==> config.mk <==
export PLATFORM = sky130hd
export DESIGN_NAME = gamepad_reader
export DESIGN_NICKNAME = d
export VERILOG_FILES = /design/src/rtl/gamepad_reader.sv
export SDC_FILE = /design/constraint.sdc
export NUM_CORES = 1
export LEC_CHECK = 0
export ABC_CLOCK_PERIOD_IN_PS = 5200
export BUFFER_PORTS_ARGS = -buffer_cell sky130_fd_sc_hd__buf_2
export CAP_MARGIN = 10
export CORE_MARGIN = 1.5
export CORE_UTILIZATION = 25
export DETAILED_ROUTE_END_ITERATION = 10
export HOLD_SLACK_MARGIN = 0.12
export MAX_ROUTING_LAYER = met4
export PLACE_DENSITY_LB_ADDON = 0.15
export SLEW_MARGIN = 10
export SYNTH_ARGS = -nofsm -noshare
export SYNTH_HDL_FRONTEND = slang
export SYNTH_SLANG_ARGS = --single-unit
==> constraint.sdc <==
create_clock -name clock -period 5.2 [get_ports clock]
set_clock_uncertainty 0.1 [all_clocks]
set_input_delay 0 -clock clock [delete_from_list [all_inputs] [get_ports clock]]
set_output_delay 0 -clock clock [all_outputs]
set_load 0.02 [all_outputs]
==> src/rtl/gamepad_reader.sv <==
// gamepad_reader: polls a Sega-style 6-button pad once per video frame.
// A rising edge on v_sync starts a poll of eight select phases. The sampled
// buttons are collected in a shadow register and committed in one step.
// Optional build macro GAMEPAD_DEBOUNCE_EN: the new buttons are committed
// only when two consecutive polls agree. A disconnect still clears the
// buttons at once.
//
// state  | meaning
// -------+-------------------------------------------------------------
// IDLE   | select held high, waiting for a v_sync rise
// POLL   | eight select phases of PHASE_CYCLES clocks, sampling the pad
// COMMIT | one clock: publish the shadow register and flags
`timescale 1ns/1ps
module gamepad_reader #(
    parameter int PHASE_CYCLES = 500,
    parameter int CNT_W        = 10
) (
    input  logic        clock,
    input  logic        reset,
    input  logic        v_sync,
    input  logic [5:0]  pad_data,
    output logic        pad_select,
    output logic [11:0] gamepad_input,
    output logic        pad_valid,
    output logic        pad_connected,
    output logic        pad_six_button
);

    typedef enum logic [1:0] {IDLE, POLL, COMMIT} state_t;

    localparam logic [CNT_W-1:0] CNT_LAST = CNT_W'(PHASE_CYCLES - 1);

    state_t           state, state_nxt;
    logic [5:0]       sync1, sync2;
    logic [5:0]       d;
    logic             vs_cur, vs_prev;
    logic             vs_rise;
    logic [2:0]       phase, phase_nxt;
    logic [CNT_W-1:0] cnt, cnt_nxt;
    logic [11:0]      shadow, shadow_nxt;
    logic             conn, conn_nxt;
    logic             six, six_nxt;
    logic             phase_end;

    // The pad pins are active-low; once synchronized the bench of logic works active-high.
    assign d         = ~sync2;
    assign vs_rise   = vs_cur & ~vs_prev;
    assign phase_end = (cnt == CNT_LAST);

    // Synchronize the pad pins and register v_sync for edge detection.
    always_ff @(posedge clock) begin
        if (!reset) begin
            sync1   <= '0;
            sync2   <= '0;
            vs_cur  <= 1'b0;
            vs_prev <= 1'b0;
        end else begin
            sync1   <= pad_data;
            sync2   <= sync1;
            vs_cur  <= v_sync;
            vs_prev <= vs_cur;
        end
    end

    // FSM state, phase/cycle counters and the shadow register.
    always_ff @(posedge clock) begin
        if (!reset) begin
            state  <= IDLE;
            phase  <= '0;
            cnt    <= '0;
            shadow <= '0;
            conn   <= 1'b0;
            six    <= 1'b0;
        end else begin
            state  <= state_nxt;
            phase  <= phase_nxt;
            cnt    <= cnt_nxt;
            shadow <= shadow_nxt;
            conn   <= conn_nxt;
            six    <= six_nxt;
        end
    end

    // Next-state logic, select drive and sampling on the last cycle of each phase.
    always_comb begin
        state_nxt  = state;
        phase_nxt  = phase;
        cnt_nxt    = cnt;
        shadow_nxt = shadow;
        conn_nxt   = conn;
        six_nxt    = six;
        pad_select = 1'b1;
        case (state)
            IDLE: begin
                if (vs_rise) begin
                    state_nxt  = POLL;
                    phase_nxt  = '0;
                    cnt_nxt    = '0;
                    shadow_nxt = '0;
                    conn_nxt   = 1'b0;
                    six_nxt    = 1'b0;
                end
            end
            POLL: begin
                pad_select = ~phase[0];
                if (phase_end) begin
                    cnt_nxt = '0;
                    case (phase)
                        3'd0: begin
                            shadow_nxt[3:0] = d[3:0];
                            shadow_nxt[5]   = d[4];
                            shadow_nxt[6]   = d[5];
                        end
                        3'd1: begin
                            conn_nxt      = (d[3:2] == 2'b11);
                            shadow_nxt[4] = d[4];
                            shadow_nxt[7] = d[5];
                        end
                        3'd5: six_nxt = (d[3:0] == 4'b1111);
                        3'd6: begin
                            // Bit order in the shadow is X, Y, Z, Mode; the pad reports Z, Y, X, Mode.
                            shadow_nxt[11:8] = six ? {d[3], d[0], d[1], d[2]} : 4'h0;
                        end
                        default: ;
                    endcase
                    if (phase == 3'd7) begin
                        state_nxt = COMMIT;
                    end else begin
                        phase_nxt = phase + 3'd1;
                    end
                end else begin
                    cnt_nxt = cnt + CNT_W'(1);
                end
            end
            COMMIT:  state_nxt = IDLE;
            default: state_nxt = IDLE;
        endcase
    end

`ifdef GAMEPAD_DEBOUNCE_EN
    logic [11:0] prev_shadow;

    // Commit only when two consecutive polls agree; a disconnect clears at once.
    always_ff @(posedge clock) begin
        if (!reset) begin
            gamepad_input  <= '0;
            pad_valid      <= 1'b0;
            pad_connected  <= 1'b0;
            pad_six_button <= 1'b0;
            prev_shadow    <= '0;
        end else begin
            pad_valid <= 1'b0;
            if (state == COMMIT) begin
                pad_connected  <= conn;
                pad_six_button <= conn & six;
                prev_shadow    <= shadow;
                if (!conn) begin
                    gamepad_input <= '0;
                    pad_valid     <= 1'b1;
                end else if (shadow == prev_shadow) begin
                    gamepad_input <= shadow;
                    pad_valid     <= 1'b1;
                end
            end
        end
    end
`else
    // Every completed poll is committed.
    always_ff @(posedge clock) begin
        if (!reset) begin
            gamepad_input  <= '0;
            pad_valid      <= 1'b0;
            pad_connected  <= 1'b0;
            pad_six_button <= 1'b0;
        end else begin
            pad_valid <= 1'b0;
            if (state == COMMIT) begin
                gamepad_input  <= conn ? shadow : 12'h000;
                pad_connected  <= conn;
                pad_six_button <= conn & six;
                pad_valid      <= 1'b1;
            end
        end
    end
`endif

endmodule

Yosys cells after proc, flatten, opt, wreduce, memory -nomap -nowiden
Index checks and enable logic that the tools add are counted.
Widths: inputs -> output; s select.
- register bits: 58
- bits of input ports: 9
- output and inout bits: 16
- word-level logic and storage cells: 80
- $add $sub $neg: 2
- equal/unequal tests: 17
- multiplexer cells: 30
- bitwise logic cells: 5
- reductions and logical operators: 10
- operator list (operator ; count):
    $mux 12 ; 3
    $pmux 12 s2 ; 1
    $mux 10 ; 2
    $pmux 10 s2 ; 1
    $reduce_and 4->1 ; 5
    $mux 4 ; 3
    $add 10x1->10 const B ; 1
    $eq 10x9->1 const B ; 1
    $eq 3x3->1 const B ; 3
    $mux 1 ; 9
    $mux 3 ; 3
    $mux 2 ; 4
    $ne 2x1->1 const B ; 4
    $ne 2x2->1 const B ; 4
    $not 6->6 ; 1
    $pmux 3 s2 ; 1
    $eq 2x2->1 const B ; 2
    $eq 4x4->1 const B ; 1
    $pmux 1 s2 ; 2
    $pmux 2 s2 ; 1
    $add 3x1->3 const B ; 1
    $eq 3x1->1 const B ; 1
    $logic_not 3->1 ; 1
    $reduce_and 3->1 ; 1
    other kinds (6) ; 8

Longest topological paths before layout
Gate-level depths: netlist of run 1.
- depth in word-level cells: 5
- depth in mapped cells: 7
- gate-level depth less buffers: 6

Worst setup path before layout of run 1
No wires, ideal clock.
- path kind: register to register
- start point: register cnt[0]
- end point: register shadow[8]
- library setup time: 0.070 ns
- arrival: 1.701 ns
- required time: 5.030 ns
- path slack: 3.329 ns
- stages on the path, launching flop included: 6
- path buffers: 0
- clock period less this slack: 1.871 ns
- cells stage by stage: dfxtp_1 -> ha_1 -> nor4b_4 -> nand4_4 -> or4b_1 -> a21boi_1
- word-level cells in the longest chain between the ends: 3
- RTL lines (item ; line ; text):
    from (decl) ; 39 ; logic [CNT_W-1:0] cnt, cnt_nxt;
    from (signal assigned) ; 77 ; cnt <= cnt_nxt;
    $eq 10x9->1 ; 48 ; assign phase_end = (cnt == CNT_LAST);
    $ne 2x2->1 (no line) ; -- ;
    $reduce_and 4->1 (no line) ; -- ;
    to (signal assigned) ; 78 ; shadow <= shadow_nxt;
    to (decl) ; 40 ; logic [11:0] shadow, shadow_nxt;
No other way between the ends.
A chain may end at the register's enable or synchronous reset.

Worst setup path after layout of run 1
- start point: register cnt[0]
- end point: register shadow[0]
Same word-level chain as after synthesis.

==> impl_summary.txt, run 1 <==
----------------------------------------------------
[Die]
  Area inside the core boundary ... 9330 µm²
  Die area ... 10300 µm²
  Die span in y ... 101 µm
  Row cnt ... 35
  Effective utilization at floorplan ... 26.0%
  Floorplan die width ... 101 µm
  Ports placed on the boundary ... 25

[Hold path]
  Min-delay worst type ... primary input to flop

[Timing]
  Final sum of negative setup slack ... 0 ns
  Highest achievable clock rate ... 0.432 GHz
  RSZ-0062 raised after global routing ... no
  Period minus WS final ... 2.32 ns
  Number of hold violations in the final report ... 0
  Period Utilization, post-route ... 44.5%
  Worst hold slack after final layout ... 0.199 ns
  Measured slew at the worst slew-check pin ... 1.03 ns
  Slew HR ... 30.7%
  Final setup violation count ... 0
  Final slew viol count ... 0

[Global routing]
  Pin count of the biggest net entering global routing ... 55
  Number of antenna violations at the first check in global routing ... 0
  First-pass GRT wire length ... 9010 µm
  Aggregate global routing overflow ... 0
  Number of global-route vias before repair ... 1848
  All-Layer GR Usage ... 11.8%

[Finish]
  Count of antenna diodes in the layout ... 0
  Non-filler cells, final ... 417
  Nets ... 300
  Final non-filler cell area ... 2880 µm²
  Leading cell type in the layout, fill and taps excluded ... sky130_fd_sc_hd__dfxtp_1
  Multi-input gate area in the final layout ... 1180 µm²
  Highest-count cells in the layout ignoring fill and taps ... sky130_fd_sc_hd__dfxtp_1 (58), sky130_fd_sc_hd__nand3_1 (34), sky130_fd_sc_hd__nand2_1 (29), sky130_fd_sc_hd__buf_2 (24), sky130_fd_sc_hd__a21boi_0 (19)
  Fraction of layout cells with a size suffix above 1 ... 13.9%
  Filler cells ... 1003
  Sequential cell area ... 1160 µm²
  Post-synthesis to final-layout area growth ... 18.6%

[Pwr]
  Leak ... 1.05 nW
  Share of total power in combinational logic ... 4.9%
  Maximum VDD drop ... 0.000134 V
  Pwr per Cell Area ... 306 nW/µm²
  Internal power component ... 0.000685 W
  Sequential fraction of design power ... 52.3%
  Net Sw Power ... 0.000194 W
  Sw frac ... 22.1%
  Clk pwr share ... 42.8%
  Total power draw ... 0.000879 W

[Setup path]
  Delay-heaviest family, CP ... simple AND/OR/NAND/NOR gates
  Cells traversed along the worst timing path ... ha_1 > nor4b_4 > nand4_1 > or3_1 > a21boi_0
  Setup slack on the worst flop-to-flop path ... 2.88 ns
  Critical path's largest stage delay ... 0.47 ns
  Crit path buffers/inverters ... 0
  Critical path data required time ... 5.36 ns
  Critical path type ... flop to flop
  CP max stage cell ... sky130_fd_sc_hd__nand4_1
  Sort of element at the start of the critical path ... flop
  WP data arrival ... 2.47 ns
  Critical Path Fanout Max ... 12
  Endpoint class of the critical path ... flop

[Route]
  Post-DR vias/cell ... 4.49
  Count of vias placed by the detailed router ... 1873
  Number of optimization iterations in the first detailed-route pass ... 4
  Wirelength, routed ... 5160 µm
  Violation count after the first detailed-route iteration ... 74
  Antenna Nets Post-Route ... 0
  DRC violations left ... 0
  Detail-routed net length per standard cell ... 12.4 µm

[Yosys]
  Post-synthesis register bit count ... 58
  Unique masters post-synth ... 40
  Cell count after synthesis ... 261
  Fraction of the yosys area taken by sequential cells ... 47.9%
  Yosys warning total ... 0
  Total nets after synthesis ... 276
  Most area-hungry cell type in the Yosys netlist ... sky130_fd_sc_hd__dfxtp_1
  Leading post-synthesis cells by cell area ... sky130_fd_sc_hd__dfxtp_1 (48%), sky130_fd_sc_hd__nand3_1 (7.0%), sky130_fd_sc_hd__a21boi_0 (5.9%), sky130_fd_sc_hd__and2_1 (4.6%), sky130_fd_sc_hd__nand2_1 (4.5%)
  Average size of a mapped cell ... 9.29 µm²
  Post-synthesis instance area ... 2420 µm²
  Top-area cell type share of the netlist area ... 47.9%

[Clock tree]
  Clock tree from TritonCTS ... yes
  CTS-repair resized insts ... 0
  Max Buffers Root-to-Sink ... 2
  Num Clock Sinks ... 58
  Master cell of the clock root buffer ... sky130_fd_sc_hd__clkbuf_8
  Clock transition at the register clock pins on the worst setup and hold paths after CTS ... 0.06 ns
  Number of H-tree levels ... 3
  Clk Latency, worst-skew pair ... 0.33 ns
  Number of CTS-inserted buffers ... 9

[Placement]
  Weighted congestion at the end of routability-driven global placement ... 0.755
  Placed Instance Area ... 2630 µm²
  Placed insts ... 396
  Detailed placement HPWL ... 3450 µm
  Port Buffer Count ... 24

[Run status]
  Outcome ... complete, no violations

[Job]
  Max-Cap Viols ... 0

----------------------------------------------------
-- state kept, by name (all words and copies together), names as in the netlist --
register	cells
phase	3
state	2
cnt	10
vs_prev	1
sync1	6
sync2	6
conn	1
vs_cur	1
pad_valid	1
shadow	12
pad_six_button	1
pad_connected	1
six	1
gamepad_input	12
-- power by group through the flow --
stage / Clock (W) / Sequential (W) / Combinational, W
6_report: 0.000376 / 0.000460 / 0.0000427
5_1_grt: 0.000415 / 0.000461 / 0.0000480
4_1_cts: 0.000398 / 0.000460 / 0.0000438
3_5_place_dp: 0 / 0.000470 / 0.0000399
3_3_place_gp: 0 / 0.000469 / 0.0000399
2_1_floorplan: 0 / 0.000466 / 0.0000315
-- final timing paths --
check / endpoint / cells after the start / from
hold reg to reg: sync2[5] / 1 / sync1[5]
hold / removal: state[0] / 2 / reset
setup / recovery: shadow[0] / 5 / cnt[0]
setup reg to reg: shadow[0] / 5 / cnt[0]
-- per-stage QoR --
step / utilization (%) / setup WS [ns]
6_report: 30.8 / 2.88
5_1_grt: 30.8 / 2.57
4_1_cts: 30.8 / 2.86
3_5_place_dp: 28.2 / 2.87
3_3_place_gp: 28.2 / 2.86
2_1_floorplan: - / 3.33
-- synthesized netlist by cell type --
| master | n |
|---|---|
| sky130_fd_sc_hd__inv_1 | 2 |
| sky130_fd_sc_hd__ha_1 | 6 |
| sky130_fd_sc_hd__a21boi_1 | 8 |
| sky130_fd_sc_hd__a21oi_1 | 3 |
| sky130_fd_sc_hd__o31ai_1 | 1 |
| sky130_fd_sc_hd__o21ai_0 | 1 |
| sky130_fd_sc_hd__or2_1 | 1 |
| sky130_fd_sc_hd__mux2i_1 | 5 |
| sky130_fd_sc_hd__nor2b_1 | 5 |
| sky130_fd_sc_hd__or4_1 | 1 |
| sky130_fd_sc_hd__a22oi_1 | 2 |
| sky130_fd_sc_hd__dfxtp_1 | 58 |
| sky130_fd_sc_hd__nand3b_1 | 1 |
| sky130_fd_sc_hd__nand2_1 | 29 |
| sky130_fd_sc_hd__a22o_1 | 2 |
| sky130_fd_sc_hd__xnor2_1 | 1 |
| sky130_fd_sc_hd__xor2_1 | 1 |
| sky130_fd_sc_hd__and2_1 | 18 |
| sky130_fd_sc_hd__or2_2 | 1 |
| sky130_fd_sc_hd__nor3_1 | 3 |
| sky130_fd_sc_hd__and4_1 | 1 |
| sky130_fd_sc_hd__and4b_1 | 1 |
| sky130_fd_sc_hd__a31oi_1 | 8 |
| sky130_fd_sc_hd__a41oi_1 | 2 |
| sky130_fd_sc_hd__nor4bb_1 | 2 |
| sky130_fd_sc_hd__nand2b_1 | 3 |
| sky130_fd_sc_hd__or3_1 | 10 |
| sky130_fd_sc_hd__nand3_1 | 34 |
| sky130_fd_sc_hd__nor4b_4 | 1 |
| sky130_fd_sc_hd__nor2_1 | 3 |
| sky130_fd_sc_hd__buf_2 | 4 |
| sky130_fd_sc_hd__nand4_4 | 1 |
| sky130_fd_sc_hd__o21a_1 | 1 |
| sky130_fd_sc_hd__a21boi_0 | 19 |
| sky130_fd_sc_hd__or4b_1 | 2 |
| sky130_fd_sc_hd__and3_1 | 1 |
| sky130_fd_sc_hd__o21bai_1 | 1 |
| sky130_fd_sc_hd__clkbuf_1 | 14 |
| sky130_fd_sc_hd__nand4_1 | 3 |
| sky130_fd_sc_hd__o211ai_1 | 1 |
-- final cells by class --
type                            count  share of cell area [%]
Multi-Input combinational cell    183                    41.1
Sequential cell                    58                    40.4
Timing Repair Buffer               31                    6.61
Tap cell                          129                    5.61
Clock buffer                       10                    4.44
Clock inverter                      4                    1.57
Inverter                            2                   0.261
-- logic make-up (layout without fill, tap and decap cells) --
group / count (synthesis) / after routing / share of synthesized area [%]
flops: 58 / 58 / 47.9
compound gates: 49 / 49 / 14.6
buf+inv: 20 / 47 / 3.30
simple gates: 121 / 121 / 28.3
fa+ha+maj: 6 / 6 / 3.10
xor+xnor: 2 / 2 / 0.723
mux: 5 / 5 / 2.07
-- routing by layer --
layer  track usage (%)  vias up  wire length, µm
met5                 -        -                0
met4              5.77        0               91
met3              3.73        8              165
met2              17.9       29             2330
met1              14.2      860             2570
li1                  -      976                -
-- repair_timing --
item	4_1_cts	5_1_grt
hold endpoints to repair	7	0
hold buffers	7	0
setup buffers	0	0
No activity file was read; power rests on OpenSTA's default activity.
==> run 2, diff against run 1 <==
--- a/config.mk
+++ b/config.mk
@@ -5,7 +5,7 @@
 export SDC_FILE = /design/constraint.sdc
 export NUM_CORES = 1
 export LEC_CHECK = 0
-export ABC_CLOCK_PERIOD_IN_PS = 5200
+export ABC_CLOCK_PERIOD_IN_PS = 2300
 export BUFFER_PORTS_ARGS = -buffer_cell sky130_fd_sc_hd__buf_2
 export CAP_MARGIN = 10
 export CORE_MARGIN = 1.5
==> constraint.sdc (replaced) <==
create_clock -name clock -period 2.3 [get_ports clock]
set_clock_uncertainty 0.1 [all_clocks]
set_input_delay 0 -clock clock [delete_from_list [all_inputs] [get_ports clock]]
set_output_delay 0 -clock clock [all_outputs]
set_load 0.02 [all_outputs]
==> run 2 against run 1 <==
Net effect:
- cell count increased by 2.6%
- sequential cell count is the same
- critical path depth grew 1
- fmax rose by 16%
- global-route usage up 0.49 points
- hold slack improved by 0.10 ns
- wire length up 4.6%
- register-to-register slack worse by 2.6 ns
==> impl_summary.txt, run 2 (synthesized netlist as in run 1, its figures left out) <==
----------------------------------------------------
[Run status]
  Outcome ... complete, no violations

[Die]
  Row cnt ... 35
  Ports placed on the boundary ... 25
  Effective utilization at floorplan ... 26.0%
  Die area ... 10300 µm²
  Die span in y ... 101 µm
  Floorplan die width ... 101 µm
  Area inside the core boundary ... 9330 µm²

[Route]
  DRC violations left ... 0
  Antenna Nets Post-Route ... 0
  Wirelength, routed ... 5390 µm
  Post-DR vias/cell ... 4.50
  Violation count after the first detailed-route iteration ... 117
  Detail-routed net length per standard cell ... 12.6 µm
  Number of optimization iterations in the first detailed-route pass ... 4
  Count of vias placed by the detailed router ... 1925

[Finish]
  Post-synthesis to final-layout area growth ... 23.0%
  Fraction of layout cells with a size suffix above 1 ... 16.1%
  Largest registers ... gamepad_input (12), shadow (12), cnt (10)
  Nets ... 310
  Highest-count cells in the layout ignoring fill and taps ... sky130_fd_sc_hd__dfxtp_1 (58), sky130_fd_sc_hd__nand3_1 (34), sky130_fd_sc_hd__nand2_1 (29), sky130_fd_sc_hd__buf_2 (24), sky130_fd_sc_hd__a21boi_0 (19)
  Count of antenna diodes in the layout ... 0
  Non-filler cells, final ... 428
  Leading cell type in the layout, fill and taps excluded ... sky130_fd_sc_hd__dfxtp_1

[Pwr]
  Net Sw Power ... 0.000462 W
  Maximum VDD drop ... 0.000250 V
  Leak ... 1.11 nW
  Share of total power in combinational logic ... 5.0%
  Internal power component ... 0.00168 W
  Clk pwr share ... 46.4%
  Sw frac ... 21.6%
  Pwr per Cell Area ... 717 nW/µm²
  Sequential fraction of design power ... 48.6%
  Total power draw ... 0.00214 W

[Timing]
  Final sum of negative setup slack ... 0 ns
  Final slew viol count ... 0
  Period minus WS final ... 2.00 ns
  Number of hold violations in the final report ... 0
  Final setup violation count ... 0
  RSZ-0062 raised after global routing ... no
  Highest achievable clock rate ... 0.499 GHz
  Period Utilization, post-route ... 87.1%
  Slew HR ... 60.3%
  Measured slew at the worst slew-check pin ... 0.595 ns
  Smallest setup slack after layout ... 0.296 ns

[Clock tree]
  Clock transition at the register clock pins on the worst setup and hold paths after CTS ... 0.07 ns
  Number of CTS-inserted buffers ... 9
  Max Buffers Root-to-Sink ... 2
  Master cell of the clock root buffer ... sky130_fd_sc_hd__clkbuf_8
  Clock tree from TritonCTS ... yes
  Number of H-tree levels ... 3
  CTS-repair resized insts ... 0
  Clk Latency, worst-skew pair ... 0.33 ns
  Num Clock Sinks ... 58

[Setup path]
  Critical path type ... flop to flop
  Sort of element at the start of the critical path ... flop
  Critical path data required time ... 2.47 ns
  WP data arrival ... 2.17 ns
  Critical Path Fanout Max ... 6
  Endpoint class of the critical path ... flop

[Placement]
  Weighted congestion at the end of routability-driven global placement ... 0.720
  Placement-stage worst setup slack ... 0.200 ns
  Detailed placement HPWL ... 3540 µm
  Port Buffer Count ... 24
  Placed insts ... 403

[Global routing]
  Pin count of the biggest net entering global routing ... 54
  Number of antenna violations at the first check in global routing ... 0
  Number of global-route vias before repair ... 1902
  Aggregate global routing overflow ... 0
  First-pass GRT wire length ... 9400 µm
  All-Layer GR Usage ... 12.3%

[Hold path]
  Min-delay worst type ... primary input to flop

[Job]
  Max-Cap Viols ... 0

----------------------------------------------------
run 2: cell types whose count changed in the layout (fill, tap and decap cells not counted), sizes merged:
| cell | before | now |
|---|---|---|
| bufinv | 1 | 2 |
| clkinv | 3 | 1 |
| clkbuf | 10 | 12 |
| buf | 24 | 33 |
| dlygate4sd3 | 7 | 8 |
run 2: final cells by class:
type	instances	area, µm²
clock buffer	12	135
tap	129	161
timing repair buffer	41	268
multi-input combinational	183	1180
clock inverter	3	65.1
fill	996	6350
sequential	58	1160
inverter	2	7.51
run 2: worst max-delay path: stages (launching register included):
cell and delay, ns:
sky130_fd_sc_hd__dfxtp_1 0.38, sky130_fd_sc_hd__ha_1 0.25, sky130_fd_sc_hd__nor4b_4 0.22, sky130_fd_sc_hd__buf_4 0.19, sky130_fd_sc_hd__nand4_1 0.21, sky130_fd_sc_hd__or4_1 0.45, sky130_fd_sc_hd__a21boi_1 0.15
run 2: routing by layer:
layer	vias to the layer above	share of wire, %	track usage (%)
met1	893	52	15.5
met3	12	3.4	3.45
met2	28	43	17.9
met4	0	2.3	6.41
met5	-	0	-
li1	992	-	-
run 2: what timing repair did:
| action | CTS | global route |
|---|---|---|
| endpoints found under the setup margin | 0 | 3 |
| endpoints found under the hold margin | 9 | 0 |
| hold buffers | 8 | 0 |
| setup buffers | 0 | 2 |
run 2: power groups by stage:
| stage | Clock [W] | Combinational (W) | Sequential, W |
|---|---|---|---|
| after CTS | 0.00103 | 0.000108 | 0.00104 |
| after global routing | 0.00107 | 0.000122 | 0.00104 |
| after global placement | 0 | 0.0000972 | 0.00106 |
| after detailed placement | 0 | 0.0000972 | 0.00106 |
| after floorplan | 0 | 0.0000712 | 0.00105 |
| final | 0.000993 | 0.000106 | 0.00104 |
run 2: through the flow:
step           hold WS, ns  cell area, µm²  util, %
3_3_place_gp         0.106            2690     28.8
5_1_grt              0.311            2980     32.0
2_1_floorplan       0.0273            2420        -
4_1_cts              0.281            2970     31.8
6_report             0.300            2980     32.0
3_5_place_dp         0.109            2690     28.8
run 2: worst paths after layout:
| path | start | end | slack, ns | depth (start not counted) |
|---|---|---|---|---|
| worst max-delay path | cnt[0] | conn | 0.30 | 6 |
| worst min-delay path | v_sync | vs_cur | 0.30 | 3 |
| worst max register to register | cnt[0] | conn | 0.30 | 6 |
| worst min register to register | sync1[0] | sync2[0] | 0.32 | 1 |
==> run 3, diff against run 2 <==
--- a/config.mk
+++ b/config.mk
@@ -5,11 +5,13 @@
 export SDC_FILE = /design/constraint.sdc
 export NUM_CORES = 1
 export LEC_CHECK = 0
+export ABC_AREA = 0
 export ABC_CLOCK_PERIOD_IN_PS = 2300
 export BUFFER_PORTS_ARGS = -buffer_cell sky130_fd_sc_hd__buf_2
 export CAP_MARGIN = 10
 export CORE_MARGIN = 1.5
 export CORE_UTILIZATION = 25
+export CTS_BUF_LIST = sky130_fd_sc_hd__clkbuf_2
 export DETAILED_ROUTE_END_ITERATION = 10
 export HOLD_SLACK_MARGIN = 0.12
 export MAX_ROUTING_LAYER = met4
==> run 3 against run 2 <==
Net effect:
- die area stayed put
- sequential share of layout area is 0.45 points lower
- hold slack better by 0.022 ns
- wire length is 1.1% higher
- via count is 1.9% higher
==> impl_summary.txt, run 3 (synthesized netlist as in run 1, its figures left out) <==
----------------------------------------------------
[Finish]
  Post-Route Utilization ... 32.3%
  Leading cell type in the layout, fill and taps excluded ... sky130_fd_sc_hd__dfxtp_1
  Highest-count cells in the layout ignoring fill and taps ... sky130_fd_sc_hd__dfxtp_1 (58), sky130_fd_sc_hd__nand3_1 (34), sky130_fd_sc_hd__nand2_1 (29), sky130_fd_sc_hd__buf_2 (24)
  Post-synthesis to final-layout area growth ... 24.4%
  Non-filler cells, final ... 439
  Nets ... 321
  Count of antenna diodes in the layout ... 0
  Largest registers ... gamepad_input (12), shadow (12), cnt (10)
  Fraction of layout cells with a size suffix above 1 ... 16.5%

[Global routing]
  Number of antenna violations at the first check in global routing ... 0
  Pin count of the biggest net entering global routing ... 54
  Aggregate global routing overflow ... 0
  All-Layer GR Usage ... 12.4%
  Number of global-route vias before repair ... 1953
  First-pass GRT wire length ... 9540 µm

[Placement]
  Port Buffer Count ... 24
  Detailed placement HPWL ... 3540 µm
  Weighted congestion at the end of routability-driven global placement ... 0.720
  Placed insts ... 403

[Clock tree]
  Max Buffers Root-to-Sink ... 2
  Clock tree from TritonCTS ... yes
  Clock transition at the register clock pins on the worst setup and hold paths after CTS ... 0.18 ns
  Number of CTS-inserted buffers ... 9
  Clk Latency, worst-skew pair ... 0.47 ns
  Number of H-tree levels ... 3
  Num Clock Sinks ... 58
  Master cell of the clock root buffer ... sky130_fd_sc_hd__clkbuf_2

[Setup path]
  Critical path type ... flop to flop
  Depth of the worst register-to-register path ... 6
  Critical Path Fanout Max ... 6
  Critical path data required time ... 2.62 ns
  Sort of element at the start of the critical path ... flop
  Endpoint class of the critical path ... flop
  WP data arrival ... 2.32 ns

[Pwr]
  Leak ... 1.14 nW
  Maximum VDD drop ... 0.000197 V
  Total power draw ... 0.00189 W
  Pwr per Cell Area ... 628 nW/µm²

[Route]
  DRC violations left ... 0
  Count of vias placed by the detailed router ... 1961
  Number of optimization iterations in the first detailed-route pass ... 4
  Antenna Nets Post-Route ... 0
  Detail-routed net length per standard cell ... 12.4 µm
  Wirelength, routed ... 5450 µm
  Post-DR vias/cell ... 4.47
  Violation count after the first detailed-route iteration ... 127

[Timing]
  Final slew viol count ... 0
  RSZ-0062 raised after global routing ... no
  Slew HR ... 59.3%
  Number of hold violations in the final report ... 0
  Highest achievable clock rate ... 0.499 GHz
  Final setup violation count ... 0
  Measured slew at the worst slew-check pin ... 0.610 ns
  Final sum of negative setup slack ... 0 ns
  Period Utilization, post-route ... 87.0%
  Period minus WS final ... 2.00 ns

[Die]
  Floorplan die width ... 101 µm
  Die span in y ... 101 µm
  Row cnt ... 35
  Ports placed on the boundary ... 25
  Effective utilization at floorplan ... 26.0%
  Area inside the core boundary ... 9330 µm²
  Die area ... 10300 µm²

[Hold path]
  Hold Crit Depth ... 1
  Min-delay worst type ... flop to flop

[Job]
  Max-Cap Viols ... 0

[Run status]
  Outcome ... complete, no violations

----------------------------------------------------
[run 3: repair_timing]
item,CTS,global route
hold buffers,19,0
hold endpoints to repair,58,0
gates resized for setup,0,0
setup buffers,0,2
setup endpoints to repair,0,1
[run 3: final cells by class]
class / count / area (µm²)
clock buffers: 12 / 60.1
multi-input cells: 183 / 1180
repair buffers: 52 / 378
flip-flops and latches: 58 / 1160
fillers: 1009 / 6310
inverters: 2 / 7.51
well taps: 129 / 161
clock inverters: 3 / 65.1
[run 3: worst paths after layout]
check	from	slack (ns)	end
worst max-delay path	cnt[0]	0.30	conn
worst min-delay path	sync1[0]	0.32	sync2[0]
worst max register to register	cnt[0]	0.30	conn
worst min register to register	sync1[0]	0.32	sync2[0]
[run 3: layer usage]
layer | up-vias | track usage (%) | part of all wire [%]
met3 | 6 | 3.45 | 3.7
met1 | 908 | 15.4 | 51
met5 | - | - | 0
met4 | 0 | 5.77 | 1.2
li1 | 1015 | - | -
met2 | 32 | 18.5 | 44
[run 3: where the power goes]
part | internal (W) | leakage, nW | switching [W]
Clock | 0.000368 | 0.0820 | 0.000365
Combinational | 0.0000624 | 0.592 | 0.0000581
Sequential | 0.00102 | 0.471 | 0.0000169
[run 3: metrics by stage]
stage          hold slack, ns  setup WS, ns  cell area, µm²
6_report                0.322         0.298            3020
3_5_place_dp            0.109         0.200            2690
3_3_place_gp            0.106         0.224            2690
2_1_floorplan          0.0273         0.429            2420
5_1_grt                 0.358         0.120            3020
4_1_cts                 0.301         0.202            3000
[run 3: critical path, stage by stage (launching register included)]
cell                       delay, ns
sky130_fd_sc_hd__dfxtp_1        0.40
sky130_fd_sc_hd__ha_1           0.25
sky130_fd_sc_hd__nor4b_4        0.22
sky130_fd_sc_hd__buf_4          0.19
sky130_fd_sc_hd__nand4_1        0.21
sky130_fd_sc_hd__or4_1          0.45
sky130_fd_sc_hd__a21boi_1       0.15
